==> src/rtl/mon_queue_writer_if.sv <==
// Record stream and memory write port of the monitor queue writer.
// The writer uses the master modport; the record source and memory side use slave.
interface mon_queue_writer_if #(
  parameter int unsigned REC_WORDS = 4
);
  logic                      rec_valid;
  logic                      rec_ready;
  logic [32*REC_WORDS-1:0]   rec_data;
  logic                      mem_req;
  logic                      mem_gnt;
  logic [3:0]                mem_we;
  logic [31:0]               mem_addr;
  logic [31:0]               mem_data;

  modport master (
    input  rec_valid, rec_data, mem_gnt,
    output rec_ready, mem_req, mem_we, mem_addr, mem_data
  );

  modport slave (
    output rec_valid, rec_data, mem_gnt,
    input  rec_ready, mem_req, mem_we, mem_addr, mem_data
  );
endinterface

==> src/rtl/mon_queue_writer.sv <==
// Circular monitor-record queue writer: accepts fixed-size records, writes them
// word by word into data memory and tracks free/occupied slot semaphores for the NI.
module mon_queue_writer #(
  parameter int unsigned REC_WORDS = 4,
  parameter int unsigned SEM_W     = 8
) (
  input  logic                 clk_i,
  input  logic                 rst_i,
  input  logic                 mon_reset_i,
  input  logic [SEM_W-1:0]     mon_sem_av_i,
  input  logic                 mon_sem_av_post_i,
  input  logic                 mon_sem_oc_wait_i,
  input  logic [SEM_W-1:0]     mon_size_i,
  input  logic [31:0]          mon_addr_i,
  output logic [SEM_W-1:0]     mon_sem_oc_o,
  output logic                 mon_active_o,
  mon_queue_writer_if.master   bus
);

  localparam int unsigned     WORD_W    = (REC_WORDS > 1) ? $clog2(REC_WORDS) : 1;
  localparam logic [WORD_W-1:0] LAST_WORD = WORD_W'(REC_WORDS - 1);
  localparam logic [SEM_W-1:0]  SEM_MAX   = '1;

  typedef enum logic [1:0] {IDLE, WRITE, COMMIT} state_e;

  state_e             state_q, state_d;
  logic [SEM_W-1:0]   sem_av_q, sem_av_d;
  logic [SEM_W-1:0]   sem_oc_q, sem_oc_d;
  logic [SEM_W-1:0]   head_q, head_d;
  logic [SEM_W-1:0]   head_inc;
  logic [WORD_W-1:0]  word_q, word_d;
  logic [31:0]        buf_q [REC_WORDS];
  logic               accept_c;
  logic               commit_c;

  assign head_inc     = head_q + SEM_W'(1);
  assign mon_sem_oc_o = sem_oc_q;
  assign mon_active_o = (state_q != IDLE);

  // Next-state, counters and bus outputs; NI re-init overrides everything last.
  always_comb begin
    state_d        = state_q;
    sem_av_d       = sem_av_q;
    sem_oc_d       = sem_oc_q;
    head_d         = head_q;
    word_d         = word_q;
    accept_c       = 1'b0;
    commit_c       = 1'b0;
    bus.rec_ready  = 1'b0;
    bus.mem_req    = 1'b0;
    bus.mem_we     = 4'h0;
    bus.mem_addr   = 32'h0;
    bus.mem_data   = 32'h0;

    unique case (state_q)
      IDLE: begin
        accept_c      = bus.rec_valid && (sem_av_q != '0) && (mon_size_i != '0) && !mon_reset_i;
        bus.rec_ready = accept_c;
        if (accept_c) begin
          word_d  = '0;
          state_d = WRITE;
        end
      end
      WRITE: begin
        bus.mem_req  = 1'b1;
        bus.mem_we   = 4'hF;
        bus.mem_addr = mon_addr_i + ((32'(head_q) * 32'(REC_WORDS) + 32'(word_q)) << 2);
        bus.mem_data = buf_q[word_q];
        if (bus.mem_gnt) begin
          word_d = word_q + WORD_W'(1);
          if (word_q == LAST_WORD) state_d = COMMIT;
        end
      end
      COMMIT: begin
        commit_c = 1'b1;
        head_d   = (head_inc == mon_size_i) ? '0 : head_inc;
        state_d  = IDLE;
      end
      default: state_d = IDLE;
    endcase

    // Accept and post in the same cycle cancel out.
    if (accept_c && !mon_sem_av_post_i) begin
      sem_av_d = sem_av_q - SEM_W'(1);
    end else if (mon_sem_av_post_i && !accept_c && (sem_av_q != SEM_MAX)) begin
      sem_av_d = sem_av_q + SEM_W'(1);
    end

    if (commit_c && !mon_sem_oc_wait_i && (sem_oc_q != SEM_MAX)) begin
      sem_oc_d = sem_oc_q + SEM_W'(1);
    end else if (mon_sem_oc_wait_i && !commit_c && (sem_oc_q != '0)) begin
      sem_oc_d = sem_oc_q - SEM_W'(1);
    end

    if (mon_reset_i) begin
      state_d  = IDLE;
      sem_av_d = mon_sem_av_i;
      sem_oc_d = '0;
      head_d   = '0;
      word_d   = '0;
    end
  end

  // State and counter registers.
  always_ff @(posedge clk_i) begin
    if (rst_i) begin
      state_q  <= IDLE;
      sem_av_q <= '0;
      sem_oc_q <= '0;
      head_q   <= '0;
      word_q   <= '0;
    end else begin
      state_q  <= state_d;
      sem_av_q <= sem_av_d;
      sem_oc_q <= sem_oc_d;
      head_q   <= head_d;
      word_q   <= word_d;
    end
  end

  // Record buffer captured on accept; contents only reach the bus in WRITE.
  always_ff @(posedge clk_i) begin
    if (accept_c) begin
      for (int unsigned i = 0; i < REC_WORDS; i++) begin
        buf_q[i] <= bus.rec_data[32*i +: 32];
      end
    end
  end

endmodule

==> src/flat_wrapper.sv <==
// flat-port wrapper written by rule: the top's interface ports become plain ports
module mon_queue_writer_flat 
#(
  parameter int unsigned REC_WORDS = 4,
  parameter int unsigned SEM_W     = 8
)
  (clk_i, rst_i, mon_reset_i, mon_sem_av_i, mon_sem_av_post_i, mon_sem_oc_wait_i, mon_size_i, mon_addr_i, mon_sem_oc_o, mon_active_o, bus_rec_valid, bus_rec_data, bus_mem_gnt, bus_rec_ready, bus_mem_req, bus_mem_we, bus_mem_addr, bus_mem_data);
  mon_queue_writer_if #(.REC_WORDS(REC_WORDS)) bus_i ();
  input  logic clk_i;
  input  logic rst_i;
  input  logic mon_reset_i;
  input  logic [SEM_W-1:0] mon_sem_av_i;
  input  logic mon_sem_av_post_i;
  input  logic mon_sem_oc_wait_i;
  input  logic [SEM_W-1:0] mon_size_i;
  input  logic [31:0] mon_addr_i;
  output logic [SEM_W-1:0] mon_sem_oc_o;
  output logic mon_active_o;
  input wire logic [$bits(bus_i.rec_valid)-1:0] bus_rec_valid;
  input wire logic [$bits(bus_i.rec_data)-1:0] bus_rec_data;
  input wire logic [$bits(bus_i.mem_gnt)-1:0] bus_mem_gnt;
  output wire logic [$bits(bus_i.rec_ready)-1:0] bus_rec_ready;
  output wire logic [$bits(bus_i.mem_req)-1:0] bus_mem_req;
  output wire logic [$bits(bus_i.mem_we)-1:0] bus_mem_we;
  output wire logic [$bits(bus_i.mem_addr)-1:0] bus_mem_addr;
  output wire logic [$bits(bus_i.mem_data)-1:0] bus_mem_data;
  assign bus_i.rec_valid = bus_rec_valid;
  assign bus_i.rec_data = bus_rec_data;
  assign bus_i.mem_gnt = bus_mem_gnt;
  assign bus_rec_ready = bus_i.rec_ready;
  assign bus_mem_req = bus_i.mem_req;
  assign bus_mem_we = bus_i.mem_we;
  assign bus_mem_addr = bus_i.mem_addr;
  assign bus_mem_data = bus_i.mem_data;
  mon_queue_writer #(.REC_WORDS(REC_WORDS), .SEM_W(SEM_W)) u_core (.clk_i(clk_i), .rst_i(rst_i), .mon_reset_i(mon_reset_i), .mon_sem_av_i(mon_sem_av_i), .mon_sem_av_post_i(mon_sem_av_post_i), .mon_sem_oc_wait_i(mon_sem_oc_wait_i), .mon_size_i(mon_size_i), .mon_addr_i(mon_addr_i), .mon_sem_oc_o(mon_sem_oc_o), .mon_active_o(mon_active_o), .bus(bus_i));
endmodule
==> config.mk <==
export PLATFORM = sky130hd
export DESIGN_NAME = mon_queue_writer_flat
export DESIGN_NICKNAME = d
export VERILOG_FILES = /design/src/rtl/mon_queue_writer_if.sv /design/src/rtl/mon_queue_writer.sv /design/src/flat_wrapper.sv
export SDC_FILE = /design/constraint.sdc
export NUM_CORES = 1
export LEC_CHECK = 0
export BUFFER_PORTS_ARGS = -buffer_cell sky130_fd_sc_hd__buf_2
export CAP_MARGIN = 20
export CORE_UTILIZATION = 45
export DETAILED_ROUTE_END_ITERATION = 8
export PLACE_DENSITY = 0.69
export SKIP_CTS_REPAIR_TIMING = 1
export SYNTH_ARGS = -nofsm -noshare
export SYNTH_HDL_FRONTEND = slang
export SYNTH_SLANG_ARGS = --single-unit
==> constraint.sdc <==
create_clock -name clk_i -period 4.7 [get_ports clk_i]
set_clock_uncertainty 0.05 [all_clocks]
set_input_delay 0.47 -clock clk_i [delete_from_list [all_inputs] [get_ports clk_i]]
set_output_delay 0.47 -clock clk_i [all_outputs]
set_load 0.01 [all_outputs]
==> impl_metrics.tcl <==
set metrics [dict create \
    yosysSeqAreaShare_pct 55.34 \
    min_period_over_period_pct 74.76 \
    drtAntennaViolNets 0 \
    endpoint "bus_mem_addr[20]" \
    slew_headroom_pct 40.34 \
    area_growth_pct 26.34 \
    gp_congestion 0.8617 \
    cts_buffers 17 \
    ys_ff_latch 158 \
    firstDrtPassIters 5 \
    hp-class "primary input to flop" \
    synth_area_um2 8031 \
    core_um2 17360 \
    critPathTopFamily "compound AO/OA/AOI/OAI gates" \
    grt_max_degree 52 \
    die_w_um 135.6 \
    clkLatencyLatePin_ns 0.42 \
    vias_per_cell 5.280 \
    grt_pass1_vias 5686 \
    seqCellArea_um2 4447 \
    synth.distinct_cells 61 \
    synth_top_flop_cell "edfxtp_1" \
    routed_wl_mm 18.48 \
    max-cap-violations 0 \
    final-hold-violation-count 0 \
    die-area_um2 18390 \
    grt_first_pass_wirelength_mm 28.30 \
    netlist_instances 625 \
    worstMarginPinSlew_ns 0.8949 \
    slew_viol_final 0 \
    reg2reg_slack_ns 1.59 \
    cp-end-kind "output pin" \
    async_flop_share_pct 0 \
    outcome "completed" \
    timing.critical_path.buf_inv 1 \
    synth_edf_count 128 \
    critPathMaxStageDelay_ns 0.58 \
    ys_warn_count 0 \
    worst-r2r-cell-count 10 \
    crit_arrival_ns 2.99 \
    cts_tree "done" \
    r2r-end "u_core.sem_av_q[6]" \
    n_fill_cell 1449 \
    antenna_found_initial 4 \
    power_leakage_nw 4.164 \
    nets 1096 \
    drc 0 \
    critPathKind "flop to output pin" \
    clockBufferDepth 2 \
    start_util_pct 46.27 \
    multi_input_area_um2 3397 \
    cp-startpoint "u_core.word_q[0]" \
    finalNonFillerCells 1128 \
    cp_slowest_cell "o21ai_1" \
    rsz0062_at_grt "false" \
    tns_ns 0 \
    die_y_um 135.6 \
    path_depth 9 \
    fmax_mhz 284.6 \
    num_rows 48 \
    num_io_pins 262 \
    path_max_fanout 9 \
    cts.clk_slew.worst_paths_ns 0.08 \
    max-vdd-ir-drop_mv 0.2578 \
    routed-via-count 5956 \
    r2r-start "u_core.sem_av_q[0]" \
    min_period_ns 3.514 \
    drt-wirelength-per-cell_um 16.39 \
    cts-root-buf "clkbuf_16" \
    drt_iter0_markers 239 \
    port_buffers 261 \
    dp_hpwl_mm 13.67 \
    path_cells "ha_1 -> fa_1 -> a21o_1 -> a21boi_1 -> o31ai_2 -> o21ai_1 -> o31a_1 -> o21a_1 -> buf_2" \
    track_usage_pct 20.48 \
    avgSynthCellArea_um2 12.85 \
    cellPowerDensity_nw_per_um2 321.6 \
    cts_sinks 158 \
    cp_data_required_time_ns 4.18 \
    setup_viol 0 \
    whs_ns 0.1627 \
    place_inst 1092 \
    htreeDepth 4 \
    start_kind "flop" \
    grt_overflow 0 \
    drive_gt1_share_pct 38.82 \
    syn-num-nets 835 \
]
-- layout by cell type (no fill, tap or decap), types with 4 or more instances in the layout --
master	synthesis	layout
clkbuf_16	0	17
a21oi_1	30	30
o211ai_1	7	7
mux4_2	32	32
buf_2	5	261
mux2i_1	13	13
nor2_1	38	38
inv_1	13	12
o21a_1	12	12
or4_1	7	7
xnor2_1	23	23
nor2b_1	5	5
nand2b_1	7	7
inv_6	0	4
and3_1	7	7
nor4_1	9	9
a211oi_1	6	6
or3_1	7	7
nand4_1	9	9
inv_8	0	6
and2_1	37	37
nand2_1	31	31
buf_4	4	8
nand3_1	21	21
dfxtp_1	30	28
ha_1	24	24
o21ai_0	24	24
nor3_1	11	11
a21o_1	11	11
xor2_1	12	12
edfxtp_1	128	128
diode_2	0	4
o31ai_1	4	4
-- cell usage after synthesis (all sizes together) (3+ instances only) --
master,number,area [µm²]
a21oi,30,150.1
a21o,11,82.58
or2,3,18.77
and2,38,239.0
nand4,11,81.32
nor4,9,56.30
nand3,21,105.1
a21boi,3,22.52
o211ai,8,65.06
o21ai,27,146.4
dfxtp,30,600.6
o31a,3,26.28
or3,7,43.79
o31ai,5,42.54
nor3,11,55.05
nor2b,5,31.28
ha,24,300.3
nand2,31,116.4
mux4,32,720.7
nand2b,7,43.79
o21a,12,90.09
fa,3,60.06
mux2i,13,130.1
and3,7,43.79
xor2,12,105.1
xnor2,23,201.4
or4,7,52.55
inv,13,48.80
a211oi,6,45.04
nor2,39,153.9
clkbuf,14,52.55
buf,13,85.08
edfxtp,128,3844
-- sequential cells by signal (all words and copies together), names as in the netlist, named ones only --
| register | count |
|---|---|
| u_core.head_q | 8 |
| u_core.sem_av_q | 8 |
| u_core.state_q | 2 |
| u_core.word_q | 2 |
| u_core.buf_q | 128 |
| u_core.mon_sem_oc_o | 8 |
-- final cells by class --
class                   instances  share of cell area, %
repair buffers                269                  13.46
inverters                      14                 0.5425
well taps                     225                  2.774
diodes                          4                0.09864
flip-flops and latches        158                  43.82
clock buffers                  17                  4.192
clock inverters                15                  1.628
multi-input cells             426                  33.48
-- routing by layer --
layer  track usage [%]  routed length (µm)  up-vias
li1                  -                   -     2926
met1             24.07                7426     2795
met2             34.27                9147      205
met3             6.360                1428       30
met4             9.176                 480        0
met5                 0                   0        -
-- stage by stage --
stage | area (µm²) | setup slack [ns] | utilization, % | power (mW)
finish | 10150 | 1.186 | 58.46 | 3.263
global placement | 9547 | 1.441 | 55.00 | 1.923
floorplan | 8031 | 0.5001 | - | 1.797
global route | 10150 | 0.9881 | 58.46 | 3.382
detailed placement | 9547 | 1.410 | 55.00 | 1.929
CTS | 10140 | 1.158 | 58.41 | 3.302
-- worst min-delay path by stage --
stage	start	to	cells past startpoint
after detailed placement	u_core.mon_sem_oc_o[5]	u_core.mon_sem_oc_o[5]	2
after CTS	bus_rec_data[107]	u_core.buf_q[3][11]	1
after global routing	bus_rec_data[73]	u_core.buf_q[2][9]	1
after global placement	u_core.mon_sem_oc_o[5]	u_core.mon_sem_oc_o[5]	2
after floorplan	u_core.word_q[0]	flop	2
final	bus_rec_data[109]	u_core.buf_q[3][13]	1
-- report_power, final --
part           internal [mW]  switching [mW]
clock network          0.718           0.649
logic                  0.134           0.146
registers               1.59          0.0238
-- worst register-to-register path, delay by kind of cell, from the launching register on --
| family | cells | cell delay [ns] |
|---|---|---|
| AO/OA/AOI/OAI | 5 | 1.29 |
| adder cells (fa/ha/maj) | 1 | 0.37 |
| AND/OR/NAND/NOR | 4 | 0.93 |
| flip-flops | 1 | 0.42 |
-- cells by family after synthesis --
| family | share of synthesized area (%) |
|---|---|
| xor gates and xnor gates | 3.817 |
| muxes | 10.73 |
| buffers and inverters | 2.368 |
| AOI/OAI and AO/OA | 9.768 |
| adders and majority gates | 4.487 |
| and+or+nand+nor | 13.49 |
| DFF | 55.34 |
(Power assumes the default switching activity.)
